## src/rtl/nibble_serial_adder_ctrl.sv

```systemverilog
// nibble_serial_adder_ctrl: adds two WIDTH-bit operands one nibble per clock
// through a single shared four_bit_fulladder, LSB slice first, with the
// inter-slice carry held in a register. Valid/ready handshakes on both sides.
//
// Optional feature macro: NIBBLE_SERIAL_ADDER_CTRL_SUB_EN
//   When defined, adds a SUB input latched with the operands. SUB=1 computes
//   A-B by inverting each B slice and forcing the initial carry to 1
//   (C0 is ignored); Cout=1 then means no borrow.

// 4-bit ripple-carry adder shared by the sequencer.
module four_bit_fulladder (
    input  logic [3:0] A,
    input  logic [3:0] B,
    input  logic       C0,
    output logic [3:0] S,
    output logic       C4
);

    logic [4:0] carry;

    // Ripple the carry through the four bit positions.
    always_comb begin
        carry    = '0;
        carry[0] = C0;
        S        = '0;
        for (int unsigned i = 0; i < 4; i++) begin
            S[i]         = A[i] ^ B[i] ^ carry[i];
            carry[i + 1] = (A[i] & B[i]) | (carry[i] & (A[i] ^ B[i]));
        end
        C4 = carry[4];
    end

endmodule

module nibble_serial_adder_ctrl #(
    parameter int WIDTH = 16
) (
    input  logic             clk,
    input  logic             rst_n,
    input  logic             in_valid,
    output logic             in_ready,
    input  logic [WIDTH-1:0] A,
    input  logic [WIDTH-1:0] B,
    input  logic             C0,
`ifdef NIBBLE_SERIAL_ADDER_CTRL_SUB_EN
    input  logic             SUB,
`endif
    output logic             out_valid,
    input  logic             out_ready,
    output logic [WIDTH-1:0] S,
    output logic             Cout,
    output logic             V
);

    localparam int NSLICE = WIDTH / 4;
    localparam int IDXW   = (NSLICE > 1) ? $clog2(NSLICE) : 1;
    localparam logic [IDXW-1:0] LAST_IDX = IDXW'(NSLICE - 1);

    if (((WIDTH % 4) != 0) || (WIDTH < 4)) begin : g_width_check
        $error("nibble_serial_adder_ctrl: WIDTH must be a multiple of 4 and >= 4");
    end

    typedef enum logic [1:0] {
        IDLE,
        RUN,
        DONE
    } state_t;

    state_t            state_q,     state_d;
    logic [IDXW-1:0]   idx_q,       idx_d;
    logic              carry_q,     carry_d;
    logic [WIDTH-1:0]  a_q,         a_d;
    logic [WIDTH-1:0]  b_q,         b_d;
    logic [WIDTH-1:0]  s_q,         s_d;
    logic              cout_q,      cout_d;
    logic              v_q,         v_d;
    logic              in_ready_q,  in_ready_d;
    logic              out_valid_q, out_valid_d;
`ifdef NIBBLE_SERIAL_ADDER_CTRL_SUB_EN
    logic              sub_q,       sub_d;
`endif

    logic [3:0] add_a;
    logic [3:0] add_b;
    logic [3:0] add_s;
    logic       add_c4;

    // Select the operand nibbles for the current slice; B is inverted for subtract.
    always_comb begin
        add_a = '0;
        add_b = '0;
        for (int unsigned i = 0; i < NSLICE; i++) begin
            if (idx_q == IDXW'(i)) begin
                add_a = a_q[4*i +: 4];
                add_b = b_q[4*i +: 4];
            end
        end
`ifdef NIBBLE_SERIAL_ADDER_CTRL_SUB_EN
        add_b = add_b ^ {4{sub_q}};
`endif
    end

    four_bit_fulladder u_adder (
        .A  (add_a),
        .B  (add_b),
        .C0 (carry_q),
        .S  (add_s),
        .C4 (add_c4)
    );

    // Next-state and next-output logic for the IDLE/RUN/DONE sequencer.
    always_comb begin
        state_d     = state_q;
        idx_d       = idx_q;
        carry_d     = carry_q;
        a_d         = a_q;
        b_d         = b_q;
        s_d         = s_q;
        cout_d      = cout_q;
        v_d         = v_q;
        in_ready_d  = in_ready_q;
        out_valid_d = out_valid_q;
`ifdef NIBBLE_SERIAL_ADDER_CTRL_SUB_EN
        sub_d       = sub_q;
`endif
        case (state_q)
            IDLE: begin
                if (in_valid) begin
                    a_d         = A;
                    b_d         = B;
                    carry_d     = C0;
                    idx_d       = '0;
                    s_d         = '0;
                    state_d     = RUN;
                    in_ready_d  = 1'b0;
                    out_valid_d = 1'b0;
`ifdef NIBBLE_SERIAL_ADDER_CTRL_SUB_EN
                    sub_d       = SUB;
                    if (SUB) begin
                        carry_d = 1'b1;
                    end
`endif
                end
            end
            RUN: begin
                for (int unsigned i = 0; i < NSLICE; i++) begin
                    if (idx_q == IDXW'(i)) begin
                        s_d[4*i +: 4] = add_s;
                    end
                end
                carry_d = add_c4;
                if (idx_q == LAST_IDX) begin
                    // add_b already carries the inversion, so V sees the effective B sign.
                    cout_d      = add_c4;
                    v_d         = (a_q[WIDTH-1] == add_b[3]) && (add_s[3] != a_q[WIDTH-1]);
                    idx_d       = '0;
                    state_d     = DONE;
                    out_valid_d = 1'b1;
                end else begin
                    idx_d = idx_q + 1'b1;
                end
            end
            DONE: begin
                if (out_ready) begin
                    state_d     = IDLE;
                    out_valid_d = 1'b0;
                    in_ready_d  = 1'b1;
                end
            end
            default: begin
                state_d     = IDLE;
                in_ready_d  = 1'b1;
                out_valid_d = 1'b0;
            end
        endcase
    end

    // State and registered outputs; asynchronous reset discards any operation in flight.
    always_ff @(posedge clk or negedge rst_n) begin
        if (!rst_n) begin
            state_q     <= IDLE;
            idx_q       <= '0;
            carry_q     <= 1'b0;
            a_q         <= '0;
            b_q         <= '0;
            s_q         <= '0;
            cout_q      <= 1'b0;
            v_q         <= 1'b0;
            in_ready_q  <= 1'b1;
            out_valid_q <= 1'b0;
`ifdef NIBBLE_SERIAL_ADDER_CTRL_SUB_EN
            sub_q       <= 1'b0;
`endif
        end else begin
            state_q     <= state_d;
            idx_q       <= idx_d;
            carry_q     <= carry_d;
            a_q         <= a_d;
            b_q         <= b_d;
            s_q         <= s_d;
            cout_q      <= cout_d;
            v_q         <= v_d;
            in_ready_q  <= in_ready_d;
            out_valid_q <= out_valid_d;
`ifdef NIBBLE_SERIAL_ADDER_CTRL_SUB_EN
            sub_q       <= sub_d;
`endif
        end
    end

    assign in_ready  = in_ready_q;
    assign out_valid = out_valid_q;
    assign S         = s_q;
    assign Cout      = cout_q;
    assign V         = v_q;

endmodule

```

## config.mk

```make
export PLATFORM = sky130hd
export DESIGN_NAME = nibble_serial_adder_ctrl
export DESIGN_NICKNAME = d
export VERILOG_FILES = /design/src/rtl/nibble_serial_adder_ctrl.sv
export SDC_FILE = /design/constraint.sdc
export NUM_CORES = 1
export LEC_CHECK = 0
export BUFFER_PORTS_ARGS = -buffer_cell sky130_fd_sc_hd__buf_2
export CORE_MARGIN = 2
export CORE_UTILIZATION = 50
export CTS_BUF_LIST = sky130_fd_sc_hd__clkbuf_16
export CTS_CLUSTER_DIAMETER = 50
export DETAILED_ROUTE_END_ITERATION = 12
export HOLD_SLACK_MARGIN = 0.03
export PLACE_DENSITY = 0.74
export SLEW_MARGIN = 20
export SYNTH_ARGS = -nofsm -noshare
export SYNTH_HDL_FRONTEND = slang
export SYNTH_SLANG_ARGS = --single-unit
```

## constraint.sdc

```tcl
create_clock -name clk -period 6.1 [get_ports clk]
set_clock_uncertainty 0.15 [all_clocks]
set_input_delay 1.22 -clock clk [delete_from_list [all_inputs] [get_ports clk]]
set_output_delay 1.22 -clock clk [all_outputs]
set_load 0.05 [all_outputs]
```

==> impl_metrics.yaml, run 1 <==
synth:
  ys_seq_elements: 56
  synth_compound_area_share_pct: 17.2
  syn-num-nets: 280
  synth_top_family_by_area: "compound AO/OA/AOI/OAI gates"
  yosys.area_share.simple_pct: 6.82
  synthAdderAreaFrac_pct: 4.79
  yosysSeqAreaShare_pct: 51.7
  syn_area_per_cell_sq_um: 11.5
  synth.yosys.warnings: 0
  synthMuxAreaShare_pct: 14.1
  synth_xor_area_share_pct: 0
  netlist_area_sq_um: 2710
  synth_cells: 235
  ys_types: 27
run:
  maxCapViolations: 0
floorplanning:
  core-area_sq_um: 5170
  die_y_um: 77.7
  fp-row-count: 26
  die_area_sq_um: 6030
  die_w_um: 77.7
  initial_core_util_pct: 52.5
  ioPinCount: 57
final_layout:
  fillers: 431
  synthToLayoutAreaGrowth_pct: 16.2
  drive_above_1_share_pct: 35.4
  stdcell_area_sq_um: 3150
  n_antenna_cell: 0
  final_net_count: 329
grt:
  grt_max_degree: 57
  grt_pass1_wl_mm: 9.03
  grt_overflow: 0
  antenna_found_initial: 0
  grt_usage_pct: 19.2
  grt_pass1_vias: 1845
routing:
  vias: 1905
  postRouteWirelength_mm: 5.33
  dr.pass1.iters: 4
  drtIter0Drc: 101
  wl_per_cell_um: 15.0
  drt-vias-per-instance: 5.37
  drc: 0
  final_antenna_net_count: 0
sta:
  finalCritPeriodShare_pct: 66.3
  slew_violations: 0
  rsz0062_at_grt: "no"
  hold_viol_final: 0
  relSlewSlack_pct: 33.2
  setup_violations: 0
  finalCriticalPeriod_ps: 4040
  holdWs_ps: 349
  max_freq_mhz: 247
  tightest_slew_ps: 1000
  tns_ps: 0
clocking:
  clk_pin_slew_ps: 70
  hold_buffers: 0
  h-tree-depth: 2
  tritoncts: "yes"
  cts_buffers: 5
  post_cts_buffers: 0
  cts_max_path_buffers: 2
  root_buffer: "clkbuf_16"
  ctsResizeCount: 0
  clk_latency_ps: 300
  cts.sinks: 56
critical_path:
  cp_max_fo: 20
  critPathLaunchType: "register"
  ff2ff_path_depth: 13
  reg2reg_to: "S[11]"
  arrival_ps: 4070
  crit_type: "reg -> reg"
  rr_startpoint: "idx_q[0]"
  reg2reg_setup_slack_ps: 2060
  required_ps: 6130
  end_kind: "register"
min_path:
  hold_depth: 1
  min_to: "S[13]"
  min_path_type: "reg -> reg"
  hp-start: "S[13]"
status:
  status: "complete, no violations"
place:
  place_area_sq_um: 3000
  dp_hpwl_mm: 3.87
  place_congestion: 0.802
  io_buffers: 56
## layer usage
layer  up-vias  routed length (um)  GRT usage [%]
met5         -                   0              0
met4         0                 116           8.04
met3        10                 247           3.49
met2        50                2430           28.5
met1       919                2540           27.7
li1        926                   -              -
## metrics by stage
| step | setup slack [ps] | std cells | util, % |
|---|---|---|---|
| after floorplan | 2440 | 235 | - |
| after detailed placement | 2090 | 347 | 58.1 |
| after global routing | 1900 | 355 | 61.0 |
| final | 2060 | 355 | 61.0 |
| after global placement | 2230 | 347 | 58.1 |
| after CTS | 2080 | 355 | 61.0 |
## how the worst max path moves through the flow
| stage | start | endpoint |
|---|---|---|
| 4_1_cts | idx_q[0] | S[11] |
| 2_1_floorplan | idx_q[0] | S[7] |
| 3_5_place_dp | idx_q[0] | S[11] |
| 5_1_grt | idx_q[0] | S[7] |
| 3_3_place_gp | idx_q[0] | S[11] |
| 6_report | idx_q[0] | S[11] |
## sequential cells by signal, indices dropped and copies added (netlist names)
register  cells
S            16
a_q          16
b_q          16
idx_q         2
state_q       2
Cout          1
V             1
carry_q       1
in_ready      1
## cells in the mapped netlist, drive strengths merged
master / count / area, sq um
nor2: 8 / 32.5
buf: 11 / 73.8
ha: 4 / 50.1
nor3b: 1 / 18.8
fa: 4 / 80.1
a22oi: 3 / 22.5
o22a: 1 / 8.76
mux2: 33 / 372
inv: 15 / 56.3
a21oi: 17 / 85.1
and3b: 1 / 8.76
o21ai: 18 / 90.1
clkbuf: 5 / 18.8
dfrtp: 55 / 1380
dfstp: 1 / 26.3
nand2b: 1 / 6.26
nand2: 18 / 67.6
nand3b: 1 / 7.51
o21bai: 1 / 7.51
mux2i: 1 / 10.0
nor2b: 7 / 43.8
a31oi: 1 / 6.26
a22o: 28 / 245
## cells in the final DEF (no fill, tap or decap), types with 2 or more instances in the layout
cell        netlist  final
clkbuf_16         0      5
ha_1              4      4
a22o_1           28     28
buf_4             5      2
a21oi_1          17     17
o21ai_0          18     18
clkinvlp_4        0      2
inv_1            15     15
dfrtp_1          55     55
nand2_1          18     18
mux2_2           32     32
a22oi_1           3      3
nor2_1            7      7
buf_2             5     56
nor2b_1           7      7
fa_1              4      4
## logic make-up (layout without fill, tap and decap cells)
| logic type | after synthesis | count (layout) |
|---|---|---|
| AO/OA/AOI/OAI | 69 | 69 |
| buffers and inverters | 31 | 81 |
| multiplexers | 34 | 34 |
| AND/OR/NAND/NOR | 37 | 37 |
| flip-flops | 56 | 56 |
| adder cells (fa/ha/maj) | 8 | 8 |
## critical path, stage by stage, from the launching register on
cell     delay [ps]
dfrtp_1         420
inv_1           100
ha_1            630
a21oi_1         140
a22o_1          250
fa_1            380
inv_1            80
fa_1            170
inv_1            60
fa_1            390
fa_1            520
nor2b_1         180
mux2_2          290
a22o_1          170
## layout make-up
type / count / area (sq um) / area share [%]
sequential: 56 / 1400 / 44.5
multi-input combinational: 148 / 1160 / 36.9
timing repair buffer: 58 / 295 / 9.37
clock buffer: 5 / 125 / 3.97
tap: 70 / 87.6 / 2.78
inverter: 15 / 56.3 / 1.79
clock inverter: 3 / 23.8 / 0.754
Power of run 1 is not shown: default switching activity piles up to over one toggle a cycle in this logic, so the estimate is an artifact.
==> inputs of run 2 (changes only) <==
--- a/config.mk
+++ b/config.mk
@@ -7,12 +7,12 @@
 export LEC_CHECK = 0
 export BUFFER_PORTS_ARGS = -buffer_cell sky130_fd_sc_hd__buf_2
 export CORE_MARGIN = 2
-export CORE_UTILIZATION = 50
+export CORE_UTILIZATION = 49
 export CTS_BUF_LIST = sky130_fd_sc_hd__clkbuf_16
 export CTS_CLUSTER_DIAMETER = 50
 export DETAILED_ROUTE_END_ITERATION = 12
 export HOLD_SLACK_MARGIN = 0.03
-export PLACE_DENSITY = 0.74
+export PLACE_DENSITY = 0.76
 export SLEW_MARGIN = 20
 export SYNTH_ARGS = -nofsm -noshare
 export SYNTH_HDL_FRONTEND = slang
==> constraint.sdc (replaced) <==
create_clock -name clk -period 3.7 [get_ports clk]
set_clock_uncertainty 0.15 [all_clocks]
set_input_delay 0.74 -clock clk [delete_from_list [all_inputs] [get_ports clk]]
set_output_delay 0.74 -clock clk [all_outputs]
set_load 0.05 [all_outputs]
==> impl_metrics.yaml, run 2 (synthesized netlist as in run 1, its figures left out) <==
critical_path:
  rr_startpoint: "idx_q[0]"
  arrival_ps: 3530
  cp_max_fo: 8
  crit_type: "reg -> reg"
  startpoint: "idx_q[0]"
  critPathLaunchType: "register"
  end_kind: "register"
  required_ps: 3730
  ff2ff_path_depth: 14
final_layout:
  mostFrequentLayoutCell: "buf_2"
  drive_above_1_share_pct: 38.4
  n_antenna_cell: 0
  fillers: 463
  layout_common_cells: "buf_2, dfrtp_1, mux2_2"
  post-route-util_pct: 60.4
  final_net_count: 336
  synthToLayoutAreaGrowth_pct: 21.1
grt:
  grt_pass1_wl_mm: 9.14
  grt_overflow: 0
  grt_pass1_vias: 1931
  antenna_found_initial: 0
  grt_usage_pct: 18.9
  grt_max_degree: 42
routing:
  postRouteWirelength_mm: 5.51
  final_antenna_net_count: 0
  drc: 0
  dr.pass1.iters: 5
  wl_per_cell_um: 15.1
  drtIter0Drc: 112
  drt-vias-per-instance: 5.37
  vias: 1956
clocking:
  tritoncts: "yes"
  clk_pin_slew_ps: 70
  clk_latency_ps: 290
  root_buffer: "clkbuf_16"
  h-tree-depth: 2
  cts_max_path_buffers: 2
  cts_buffers: 5
  cts.sinks: 56
sta:
  max_freq_mhz: 285
  tns_ps: 0
  finalCriticalPeriod_ps: 3500
  finalCritPeriodShare_pct: 94.7
  hold_viol_final: 0
  setup_violations: 0
  tightest_slew_ps: 669
  relSlewSlack_pct: 55.4
  slew_violations: 0
power_and_ir_drop:
  p_seq_share_pct: 28.8
  switching_share_pct: 40.4
  clockPowerShare_pct: 17.1
  combPwrFrac_pct: 54.1
  ir_drop_v: 0.000492
  p_leak_nw: 1.59
  internal-power_mw: 2.32
  powerDensity_nw_per_um2: 1180
  p_switching_mw: 1.57
floorplanning:
  fp-row-count: 27
  ioPinCount: 57
  die_y_um: 78.4
  die_w_um: 78.4
  die_area_sq_um: 6150
  initial_core_util_pct: 49.9
  core-area_sq_um: 5440
run:
  maxCapViolations: 0
status:
  status: "complete, no violations"
place:
  place_congestion: 0.812
  io_buffers: 56
  dp_hpwl_mm: 4.10
min_path:
  min_path_type: "in -> async"
-- run 2: cell types whose count changed in the layout (fill, tap and decap cells not counted), moves of 2 or more --
cell	change
buf_4	+7
bufinv_16	+3
clkinvlp_4	-2
ha_1	-2
ha_2	+2
-- run 2: critical path, stage by stage, from the launching register on --
cell	delay (ps)
dfrtp_1	400
inv_1	80
ha_2	240
a21oi_2	120
o21ai_0	100
a22o_1	200
fa_1	380
inv_1	80
fa_1	150
inv_1	50
fa_1	370
fa_1	450
nor2b_1	160
mux2_2	280
a22o_1	180
-- run 2: timing repair --
item,in CTS,in global routing
endpoints found under the setup margin,0,4
buffers inserted,0,1
hold buffers,0,0
gates resized for setup,0,3
-- run 2: final cells by class --
cell class	instances	area, sq um	area share (%)
Inverter	15	56.3	1.71
Multi-Input combinational cell	148	1170	35.7
Clock buffer	5	125	3.81
Clock inverter	3	90.1	2.74
Sequential cell	56	1400	42.7
Timing Repair Buffer	65	348	10.6
Tap cell	72	90.1	2.74
-- run 2: through the flow --
| stage | cell area [sq um] | power [mW] | cells | hold WS [ps] | worst slack (ps) |
|---|---|---|---|---|---|
| finish | 3290 | 3.89 | 364 | 288 | 196 |
| global route | 3290 | 4.20 | 364 | 327 | -18.4 |
| CTS | 3270 | 3.90 | 363 | 312 | 63.4 |
| detailed placement | 3050 | 3.22 | 355 | 334 | 127 |
| global placement | 3050 | 3.16 | 355 | 320 | 212 |
| floorplan | 2710 | 2.69 | 235 | 294 | 39.9 |
-- run 2: final timing paths --
check                                 to  slack (ps)
worst max-delay path                S[7]         200
worst min-delay path               S[15]         290
max in group asynchronous       in_ready        2290
worst min register to register   a_q[13]         350
min in group clk                 a_q[13]         350
worst max register to register      S[7]         200
-- run 2: power by group through the flow --
stage / Clock [mW] / Combinational (mW) / Sequential (mW)
after detailed placement: 0 / 2.08 / 1.14
final: 0.663 / 2.10 / 1.12
after CTS: 0.675 / 2.10 / 1.12
after global placement: 0 / 2.04 / 1.12
after floorplan: 0 / 1.37 / 1.33
after global routing: 0.705 / 2.34 / 1.16
-- run 2: layer usage --
metal | global-route usage [%] | wire, um
met1 | 26.4 | 2470
met2 | 31.0 | 2730
met3 | 3.22 | 248
met4 | 4.91 | 58
met5 | 0 | 0
(Power assumes the default switching activity.)
==> inputs of run 3 (changes only) <==
--- a/config.mk
+++ b/config.mk
@@ -6,7 +6,7 @@
 export NUM_CORES = 1
 export LEC_CHECK = 0
 export BUFFER_PORTS_ARGS = -buffer_cell sky130_fd_sc_hd__buf_2
-export CORE_MARGIN = 2
+export CORE_ASPECT_RATIO = 1.4
 export CORE_UTILIZATION = 49
 export CTS_BUF_LIST = sky130_fd_sc_hd__clkbuf_16
 export CTS_CLUSTER_DIAMETER = 50
==> impl_metrics.yaml, run 3 (synthesized netlist as in run 1, its figures left out) <==
grt:
  grtUsageMet2_pct: 35.1
  grt_pass1_vias: 1980
  use_met1_pct: 28.4
  grt_overflow: 0
  grt_usage_pct: 21.4
  use_met3_pct: 3.93
  top_usage_layer: "met2"
  grt_max_degree: 57
  antenna_found_initial: 0
  grt_pass1_wl_mm: 9.61
clocking:
  root_buffer: "clkbuf_16"
  h-tree-depth: 2
  cts_max_path_buffers: 2
  cts.sinks: 56
  clk_latency_ps: 290
  tritoncts: "yes"
  clk_pin_slew_ps: 70
  cts_buffers: 5
routing:
  wl_per_cell_um: 15.7
  final_antenna_net_count: 0
  vias: 1963
  postRouteWirelength_mm: 5.70
  drtIter0Drc: 160
  drt-vias-per-instance: 5.42
  drc: 0
  dr.pass1.iters: 4
final_layout:
  drive_above_1_share_pct: 39.9
  synthToLayoutAreaGrowth_pct: 20.2
  mostFrequentLayoutCell: "buf_2"
  n_antenna_cell: 0
  layout_common_cells: "buf_2, dfrtp_1, mux2_2"
  final_net_count: 340
critical_path:
  slowest_stage: "fa_1"
  required_ps: 3730
  end_kind: "register"
  path_common_cell: "fa_1"
  arrival_ps: 3630
  cpPeakStageDelay_ps: 450
  cp_max_fo: 7
  critPathLaunchType: "register"
  crit_type: "reg -> reg"
  cp_cell_sequence: "inv_2 > ha_4 > a21oi_1 > o21ai_0 > a22o_1 > fa_1 > inv_1 > fa_1 > inv_1 > fa_1 > fa_1 > nor2b_1 > mux2_2 > a22o_1"
floorplanning:
  die_y_um: 90.1
  die_area_sq_um: 5840
  initial_core_util_pct: 51.8
  die_w_um: 64.9
  ioPinCount: 57
  core-area_sq_um: 5240
  fp-row-count: 31
sta:
  relSlewSlack_pct: 28.7
  setup_violations: 0
  tightest_slew_ps: 1070
  slew_violations: 0
  layout_setup_ws_ps: 95.6
  finalCriticalPeriod_ps: 3600
  hold_viol_final: 0
  finalCritPeriodShare_pct: 97.4
  holdWs_ps: 341
  max_freq_mhz: 277
place:
  place_congestion: 0.810
  io_buffers: 56
  dp_hpwl_mm: 4.15
  dp_slack_ps: -0.491
status:
  status: "complete, no violations"
run:
  maxCapViolations: 0
min_path:
  min_path_type: "reg -> reg"
-- run 3: changes by cell type in the layout (fill, tap and decap cells not counted), sizes merged --
cell	delta
buf	+4
bufinv	-3
clkinv	+1
inv	+2
-- run 3: what timing repair did --
item | in CTS | in global routing
pin swaps | 0 | 1
resized for setup | 1 | 10
buffers inserted | 0 | 4
endpoints found under the setup margin | 2 | 3
gates cloned | 0 | 0
hold buffers | 0 | 0
-- run 3: path summary, 6_finish.rpt --
check	to	start	cells past startpoint	slack, ps
min in group asynchronous	Cout	rst_n	2	420
hold reg to reg	a_q[13]	a_q[13]	1	340
setup reg to reg	S[11]	idx_q[1]	14	100
setup / recovery	S[11]	idx_q[1]	14	100
hold / removal	a_q[13]	a_q[13]	1	340
max in group asynchronous	idx_q[0]	rst_n	2	2460
-- run 3: worst max-delay path, delay by kind of cell (launching register included) --
| family | cells | cell delay (ps) |
|---|---|---|
| AO/OA/AOI/OAI | 4 | 710 |
| adder cells (fa/ha/maj) | 5 | 1570 |
| multiplexers | 1 | 280 |
| AND/OR/NAND/NOR | 1 | 150 |
| buffers and inverters | 3 | 200 |
| flip-flops | 1 | 430 |
-- run 3: area by class of cell --
class                   count  area, sq um
flip-flops and latches     56         1410
clock inverters             3         12.5
well taps                  66         82.6
multi-input cells         148         1200
clock buffers               5          125
fillers                   446         1970
repair buffers             69          378
inverters                  15         56.3
-- run 3: per-stage QoR --
step                      instances  utilization (%)  area (sq um)  TNS [ps]
after global placement          350             58.3          3050         0
final                           362             62.3          3260         0
after global routing            362             62.3          3260      -123
after floorplan                 235                -          2710         0
after detailed placement        350             58.3          3050    -0.491
after CTS                       358             61.0          3190         0
-- run 3: metal layers --
metal  up-vias  share of wire [%]  wire (um)
met5         -                  0          0
li1        950                  -          -
met4         0                1.9        108
met3        11                3.8        217
met1       951                 43       2440
met2        51                 51       2930
Power of run 3 is left out for the same reason.
